`config.mk`:
```
export PLATFORM = sky130hd
export DESIGN_NAME = alu_issue_unit
export DESIGN_NICKNAME = d
export VERILOG_FILES = /design/src/rtl/alu_issue_unit.sv
export SDC_FILE = /design/constraint.sdc
export NUM_CORES = 1
export LEC_CHECK = 0
export CAP_MARGIN = 30
export CELL_PAD_IN_SITES_DETAIL_PLACEMENT = 1
export CELL_PAD_IN_SITES_GLOBAL_PLACEMENT = 1
export CORE_UTILIZATION = 36
export CTS_CLUSTER_SIZE = 16
export DETAILED_ROUTE_END_ITERATION = 6
export GPL_ROUTABILITY_DRIVEN = 1
export PLACE_DENSITY_LB_ADDON = 0.05
export SYNTH_ARGS = -nofsm -noshare
export SYNTH_HDL_FRONTEND = slang
export SYNTH_SLANG_ARGS = --single-unit
export TNS_END_PERCENT = 10
```
`constraint.sdc`:
```
create_clock -name clk -period 1.6 [get_ports clk]
set_input_delay 0.24 -clock clk [delete_from_list [all_inputs] [get_ports clk]]
set_output_delay 0.24 -clock clk [all_outputs]
set_load 0.1 [all_outputs]
```
`src/rtl/alu_issue_unit.sv`:
```
// Issue/writeback sequencer in front of a combinational ALU: operand register file,
// valid/ready instruction intake, and result writeback. `ALU_ISSUE_FAST_EN drops the WB state.
module alu_issue_unit #(
  parameter int unsigned WIDTH = 4,
  parameter int unsigned NREGS = 4,
  localparam int unsigned AW = $clog2(NREGS),
  localparam int unsigned IW = 3 + 3 * AW
) (
  input  logic             clk,
  input  logic             rst_n,
  input  logic             ld_en_i,
  input  logic [AW-1:0]    ld_addr_i,
  input  logic [WIDTH-1:0] ld_data_i,
  output logic             ld_ready_o,
  input  logic             in_valid_i,
  output logic             in_ready_o,
  input  logic [IW-1:0]    in_instr_i,
  output logic [WIDTH-1:0] alu_a_o,
  output logic [WIDTH-1:0] alu_b_o,
  output logic [2:0]       alu_op_o,
  input  logic [WIDTH-1:0] alu_result_i,
  output logic             wb_valid_o,
  output logic [AW-1:0]    wb_rd_o,
  output logic [WIDTH-1:0] wb_data_o
);

  typedef enum logic [1:0] {IDLE, ISSUE, WB} state_e;

  state_e           state_q;
  logic [WIDTH-1:0] rf_q [NREGS];
  logic [AW-1:0]    rd_q;
  logic [WIDTH-1:0] alu_a_q, alu_b_q, wb_data_q;
  logic [2:0]       alu_op_q;
  logic             in_ready_q, ld_ready_q, wb_valid_q;
  logic [AW-1:0]    wb_rd_q;

  logic [2:0]       instr_op;
  logic [AW-1:0]    instr_rd, instr_rs1, instr_rs2;
  logic [WIDTH-1:0] opnd_a, opnd_b;

  assign instr_op  = in_instr_i[IW-1 -: 3];
  assign instr_rd  = in_instr_i[3*AW-1 -: AW];
  assign instr_rs1 = in_instr_i[2*AW-1 -: AW];
  assign instr_rs2 = in_instr_i[AW-1:0];

  // Operands are fetched at the accept edge; forward a same-cycle load so the
  // instruction observes the freshly loaded value.
  assign opnd_a = (ld_en_i && (ld_addr_i == instr_rs1)) ? ld_data_i : rf_q[instr_rs1];
  assign opnd_b = (ld_en_i && (ld_addr_i == instr_rs2)) ? ld_data_i : rf_q[instr_rs2];

  always_ff @(posedge clk or negedge rst_n) begin
    if (!rst_n) begin
      state_q    <= IDLE;
      for (int i = 0; i < int'(NREGS); i++) rf_q[i] <= '0;
      rd_q       <= '0;
      alu_a_q    <= '0;
      alu_b_q    <= '0;
      alu_op_q   <= '0;
      in_ready_q <= 1'b1;
      ld_ready_q <= 1'b1;
      wb_valid_q <= 1'b0;
      wb_rd_q    <= '0;
      wb_data_q  <= '0;
    end else begin
      wb_valid_q <= 1'b0;
      case (state_q)
        IDLE: begin
          if (ld_en_i) rf_q[ld_addr_i] <= ld_data_i;
          if (in_valid_i) begin
            alu_a_q    <= opnd_a;
            alu_b_q    <= opnd_b;
            alu_op_q   <= instr_op;
            rd_q       <= instr_rd;
            in_ready_q <= 1'b0;
            ld_ready_q <= 1'b0;
            state_q    <= ISSUE;
          end
        end
        ISSUE: begin
          // wb_data_q doubles as the captured ALU result
          wb_valid_q <= 1'b1;
          wb_rd_q    <= rd_q;
          wb_data_q  <= alu_result_i;
`ifdef ALU_ISSUE_FAST_EN
          rf_q[rd_q] <= alu_result_i;
          in_ready_q <= 1'b1;
          ld_ready_q <= 1'b1;
          state_q    <= IDLE;
`else
          state_q    <= WB;
`endif
        end
        WB: begin
          rf_q[rd_q] <= wb_data_q;
          in_ready_q <= 1'b1;
          ld_ready_q <= 1'b1;
          state_q    <= IDLE;
        end
        default: state_q <= IDLE;
      endcase
    end
  end

  assign in_ready_o = in_ready_q;
  assign ld_ready_o = ld_ready_q;
  assign alu_a_o    = alu_a_q;
  assign alu_b_o    = alu_b_q;
  assign alu_op_o   = alu_op_q;
  assign wb_valid_o = wb_valid_q;
  assign wb_rd_o    = wb_rd_q;
  assign wb_data_o  = wb_data_q;

endmodule

```
==> metrics.cfg, run 1 <==
[cts]
cts_tree=done
htreeDepth=2
clk_path_buf_depth=2
cts_buffers=5
clk_pin_slew_ps=80
clk_latency_ps=290
clkSinkCount=39
cts_root_buf=clkbuf_8

[die]
die_width_um=77.0
rows=26
die_y_um=77.0
die_area_mm2=0.00592
coreArea_mm2=0.00527
io-pin-count=43
start_util=0.384

[global_route]
grt_pass1_wl_um=9170
grt_pass1_vias=1825
antenna_found_initial=0
grt_overflow=0
grt_usage=0.203
grt_max_degree=40

[drt]
dr.pass1.iters=4
wl_met3_um=217
drt_wl_total_um=5410
dr_wl_met2_um=2890
ant_nets=0
met1_length_um=2230
vias=1593
post_drt_wl_per_cell_um=17.9
viasPerCell=5.27
drc=0
top_layer=met4
drt_iter0_drc=50

[critical_path]
crit_path_start_kind=flip-flop
worstRegToRegCells=4
r2r-end=rf_q[4]$_DFFE_PN0P_
crit_end=rf_q[4]$_DFFE_PN0P_
crit_arrival_ps=1790
crit-reg2reg-launch=state_q[1]$_DFFE_PN0P_
path_max_fanout=4
crit_start=state_q[1]$_DFFE_PN0P_
crit_type=reg -> reg
critPathCaptureType=flip-flop
required_ps=1780
reg2reg_setup_slack_ps=-10

[yosys]
yosysTopAreaCellShare=0.470
synth_enable_flop_cells=0
syn-num-nets=185
async_reset_ff_frac=1.00
syn-instance-count=162
ys_seq_area_frac=0.483
synth_common_cells=dfrtp_1, mux2_2, o22ai_1, nand2_1, nor2_1
synth-main-ff-cell=dfrtp_1
ys_warn_count=0
synthTopCellsByArea=dfrtp_1, mux2_2, mux4_2
syn_area_per_cell_um2=12.5
netlist_area_mm2=0.00202
synth.most_common_cell=dfrtp_1
ys_seq_elements=39
yosysUniqueCellTypes=24
synth_top_area_cell=dfrtp_1

[timing]
fmax_mhz=621
finalCritPeriodShare=1.01
slew_violations=0
slew_headroom=0.819
setup_viol=4
fin_crit_ps=1610
worst_slack_ps=-11.4
finalSetupTns_ps=-26.5
worst_pin_slew_ps=271
rsz0062_at_grt=yes
finalHoldViolCount=0
clock_skew_ps=8.25

[placement]
dp_hpwl_um=4250
gp_congestion=0.842
place_inst=292
io_buffers=42

[power]
ir_drop_v=0.000948
power_density_mw_per_mm2=1740
total_leakage_power_nw=1.37
finalPower_mw=5.32

[layout]
nFillCells=567
stdcell_count=302
fin_util=0.579
area_growth_pct=50.7
antenna_cells=0
nNetsFinal=254
drive_above_1_share=0.435
multi_input_area_mm2=0.00103
regArea_um2=977

[hold_path]
hold_path.class=in -> async

[job]
maxCapViolations=0

[status]
violations=setup timing
status=complete, but fails checks

metrics by stage:
step           cell area [um^2]  worst slack [ps]  hold WS, ps
2_1_floorplan              2020              11.6        -55.6
3_5_place_dp               2890              -375          505
6_report                   3050             -11.4          325
3_3_place_gp               2890              -325          497
5_1_grt                    3050             -39.8          332
4_1_cts                    3020             -6.40          329
worst min-delay path by stage:
| stage | to | slack [ps] | depth (start not counted) |
|---|---|---|---|
| after floorplan | alu_a_o[0]$_DFFE_PN0P_ | -60 | 0 |
| after global placement | ld_ready_o$_DFFE_PN1P_ | 500 | 2 |
| after detailed placement | ld_ready_o$_DFFE_PN1P_ | 510 | 2 |
| after CTS | alu_op_o[0]$_DFFE_PN0P_ | 330 | 2 |
| after global routing | alu_op_o[0]$_DFFE_PN0P_ | 330 | 2 |
| final | alu_op_o[0]$_DFFE_PN0P_ | 320 | 2 |
cell type report:
class                           count  area share
Multi-Input combinational cell    116       0.339
Sequential cell                    39       0.320
Timing Repair Buffer               69       0.278
Clock buffer                        7      0.0316
Tap cell                           70      0.0287
Clock inverter                      1     0.00246
per-layer routing:
layer	GRT usage	vias up
met2	0.371	40
met1	0.238	806
met5	0	-
met4	0.0654	0
li1	-	740
met3	0.0357	7
critical path, stage by stage (launching register included):
cell	delay, ps
dfrtp_1	410
buf_6	130
or3b_4	380
a21oi_4	250
mux2_4	330
cells by family (layout without fill, tap and decap cells):
logic type,after synthesis,after routing,share of synthesized area
multiplexers,45,45,0.290
AND/OR/NAND/NOR,40,40,0.106
flip-flops,39,39,0.483
AO/OA/AOI/OAI,27,27,0.0847
buffers and inverters,7,77,0.0185
XOR/XNOR,4,4,0.0173
placed cells by master (no fill, tap or decap), drive strengths merged:
| cell | count |
|---|---|
| buf | 47 |
| dfrtp | 38 |
| mux2 | 29 |
| clkdlybuf4s50 | 20 |
| o22ai | 16 |
| nor2 | 13 |
| nand2 | 12 |
| a21oi | 9 |
| mux4 | 8 |
| mux2i | 8 |
| clkbuf | 7 |
| nand2b | 6 |
| xnor2 | 4 |
| nor2b | 2 |
| o21bai | 2 |
| nand3 | 2 |
| or2 | 2 |
| and2b | 1 |
| nand3b | 1 |
| or3b | 1 |
| clkinvlp | 1 |
| dlymetal6s2s | 1 |
| dlygate4sd2 | 1 |
| dfstp | 1 |
power breakdown:
group          switching [mW]  total, mW  internal, mW
Clock                   0.346      0.738         0.392
Combinational            1.74       2.97          1.23
Sequential              0.322       1.61          1.29
Total                    2.41       5.32          2.91
state kept, by name, summed over array words and instances, names as in the netlist:
signal	flops
wb_valid_o	1
alu_a_o	4
wb_rd_o	2
rf_q	16
rd_q	2
state_q	2
alu_op_o	3
alu_b_o	4
wb_data_o	4
ld_ready_o	1
repair_timing:
item,in CTS,in global routing
hold buffers,0,0
setup endpoints to repair,8,16
hold endpoints to repair,0,0
resized for setup,3,9
setup buffers,2,0
pin swaps,2,6
(Power assumes the default switching activity.)
==> run 2: changes to the inputs <==
--- a/config.mk
+++ b/config.mk
@@ -7,8 +7,8 @@
 export LEC_CHECK = 0
 export CAP_MARGIN = 30
 export CELL_PAD_IN_SITES_DETAIL_PLACEMENT = 1
-export CELL_PAD_IN_SITES_GLOBAL_PLACEMENT = 1
-export CORE_UTILIZATION = 36
+export CELL_PAD_IN_SITES_GLOBAL_PLACEMENT = 2
+export CORE_UTILIZATION = 30
 export CTS_CLUSTER_SIZE = 16
 export DETAILED_ROUTE_END_ITERATION = 6
 export GPL_ROUTABILITY_DRIVEN = 1
==> metrics.cfg, run 2 (same netlist as run 1, synthesis figures left out) <==
[placement]
dp_hpwl_um=4350  ; was 4250 um
placed_area_mm2=0.00289  ; about the same
gp_congestion=0.838  ; was 0.842
io_buffers=42  ; unchanged

[power]
ir_drop_v=0.00112  ; was 0.000948 V
finalPower_mw=5.30  ; was 5.32 mW
total_leakage_power_nw=1.37  ; about the same
power_density_mw_per_mm2=1740  ; about the same

[timing]
worst_slack_ps=-15.6  ; was -11.4 ps
clock_skew_ps=11.4  ; was 8.25 ps
finalHoldViolCount=0  ; unchanged
finalCritPeriodShare=1.01  ; about the same
slew_violations=0  ; unchanged
fmax_mhz=619  ; was 621 MHz
fin_crit_ps=1620  ; was 1610 ps
rsz0062_at_grt=yes  ; unchanged
slew_headroom=0.660  ; was 0.819
setup_viol=4  ; unchanged
worst_pin_slew_ps=510  ; was 271 ps
timing.hold.ws_ps=3.95  ; was 325 ps

[critical_path]
crit_chain=buf_6 -> or3b_4 -> a21oi_4 -> mux2_4  ; unchanged
crit_arrival_ps=1800  ; was 1790 ps
crit_path_start_kind=flip-flop  ; unchanged
slowest_delay_ps=420  ; was 410 ps
cpMaxStageDelayCell=dfrtp_1  ; unchanged
required_ps=1780  ; about the same
cp_top_family=flip-flops  ; unchanged
critPathBufInv=1  ; unchanged
path_max_fanout=7  ; was 4
crit_type=reg -> reg  ; unchanged
critPathCaptureType=flip-flop  ; unchanged

[status]
violations=DRC, setup timing  ; was setup timing
status=complete, but fails checks  ; unchanged

[drt]
vias=1555  ; was 1,593
dr.pass1.iters=6  ; was 4
post_drt_wl_per_cell_um=18.0  ; was 17.9 um
drt_iter0_drc=57  ; was 50
drc=8  ; was 0
viasPerCell=5.03  ; was 5.27
ant_nets=0  ; unchanged
drt_wl_total_um=5570  ; was 5410 um

[layout]
largest-register=rf_q  ; unchanged
stdcell_area_mm2=0.00305  ; about the same
area_growth_pct=50.6  ; was 50.7%
layout_common_cells=dfrtp_1, buf_4, mux2_2  ; was dfrtp_1, mux2_2, buf_4
drive_above_1_share=0.453  ; was 0.435
antenna_cells=0  ; unchanged
layout_commonest_cell=dfrtp_1  ; unchanged
nNetsFinal=254  ; unchanged
largest_register_ffs=16  ; unchanged
nFillCells=673  ; was 567

[die]
io-pin-count=43  ; unchanged
coreArea_mm2=0.00642  ; was 0.00527 mm^2
die_y_um=84.1  ; was 77.0 um
die_width_um=84.1  ; was 77.0 um
start_util=0.315  ; was 0.384
die_area_mm2=0.00708  ; was 0.00592 mm^2
rows=29  ; was 26

[cts]
hold_buffers=0  ; unchanged
clkSinkCount=39  ; unchanged
clk_path_buf_depth=2  ; unchanged
clk_pin_slew_ps=80  ; about the same
clk_latency_ps=300  ; was 290 ps
htreeDepth=2  ; unchanged
cts_buffers=5  ; unchanged
cts_root_buf=clkbuf_8  ; unchanged
cts_tree=done  ; unchanged

[global_route]
grt_pass1_wl_um=9290  ; was 9170 um
antenna_found_initial=0  ; unchanged
grt_max_degree=40  ; unchanged
grt_overflow=0  ; unchanged
grt_pass1_vias=1752  ; was 1,825
grt_usage=0.172  ; was 0.203

[hold_path]
hold_path.class=in -> async  ; unchanged

[job]
maxCapViolations=0  ; unchanged

## run 2: what timing repair did
item	4_1_cts	5_1_grt
gates cloned	0	0
buffers inserted	1	0
pin swaps	3	3
endpoints found under the hold margin	0	0
endpoints found under the setup margin	16	16
resized for setup	10	9
## run 2: metrics by stage
stage	setup TNS, ps	std cells	setup WS, ps	utilization
after floorplan	0	162	11.6	-
after global placement	-5970	300	-356	0.450
after detailed placement	-6300	300	-398	0.450
after CTS	-44.1	309	-16.7	0.470
after global routing	-437	309	-60.2	0.475
final	-50.3	309	-15.6	0.475
## run 2: metal layers
metal	vias up	share of wire	global-route usage
li1	735	-	-
met2	28	0.51	0.288
met5	-	0	0
met4	0	0.013	0.0486
met3	7	0.033	0.0386
met1	785	0.44	0.225
## run 2: report_power, final
part / internal [mW] / switching [mW] / total [mW]
sequential: 1.29 / 0.330 / 1.62
combinational: 1.24 / 1.74 / 2.98
clock: 0.348 / 0.360 / 0.709
total: 2.87 / 2.43 / 5.30
## run 2: path summary, 6_finish.rpt
kind / depth (start not counted) / slack [ps] / startpoint / to
min in group clk: 2 / 510 / ld_ready_o$_DFFE_PN1P_ / ld_ready_o$_DFFE_PN1P_
worst min-delay path: 2 / 4 / rst_n / alu_op_o[2]$_DFFE_PN0P_
worst max register to register: 4 / -20 / state_q[1]$_DFFE_PN0P_ / rf_q[5]$_DFFE_PN0P_
worst min register to register: 2 / 510 / ld_ready_o$_DFFE_PN1P_ / ld_ready_o$_DFFE_PN1P_
max in group asynchronous: 2 / 1240 / rst_n / rf_q[1]$_DFFE_PN0P_
worst max-delay path: 4 / -20 / state_q[1]$_DFFE_PN0P_ / rf_q[5]$_DFFE_PN0P_
## run 2: final cells by class
type / instances / area [um^2] / area share
clock buffer: 7 / 86.3 / 0.0283
clock inverter: 1 / 5.00 / 0.00164
multi-input combinational: 116 / 1060 / 0.348
sequential: 39 / 977 / 0.321
tap: 77 / 96.3 / 0.0316
timing repair buffer: 69 / 823 / 0.270
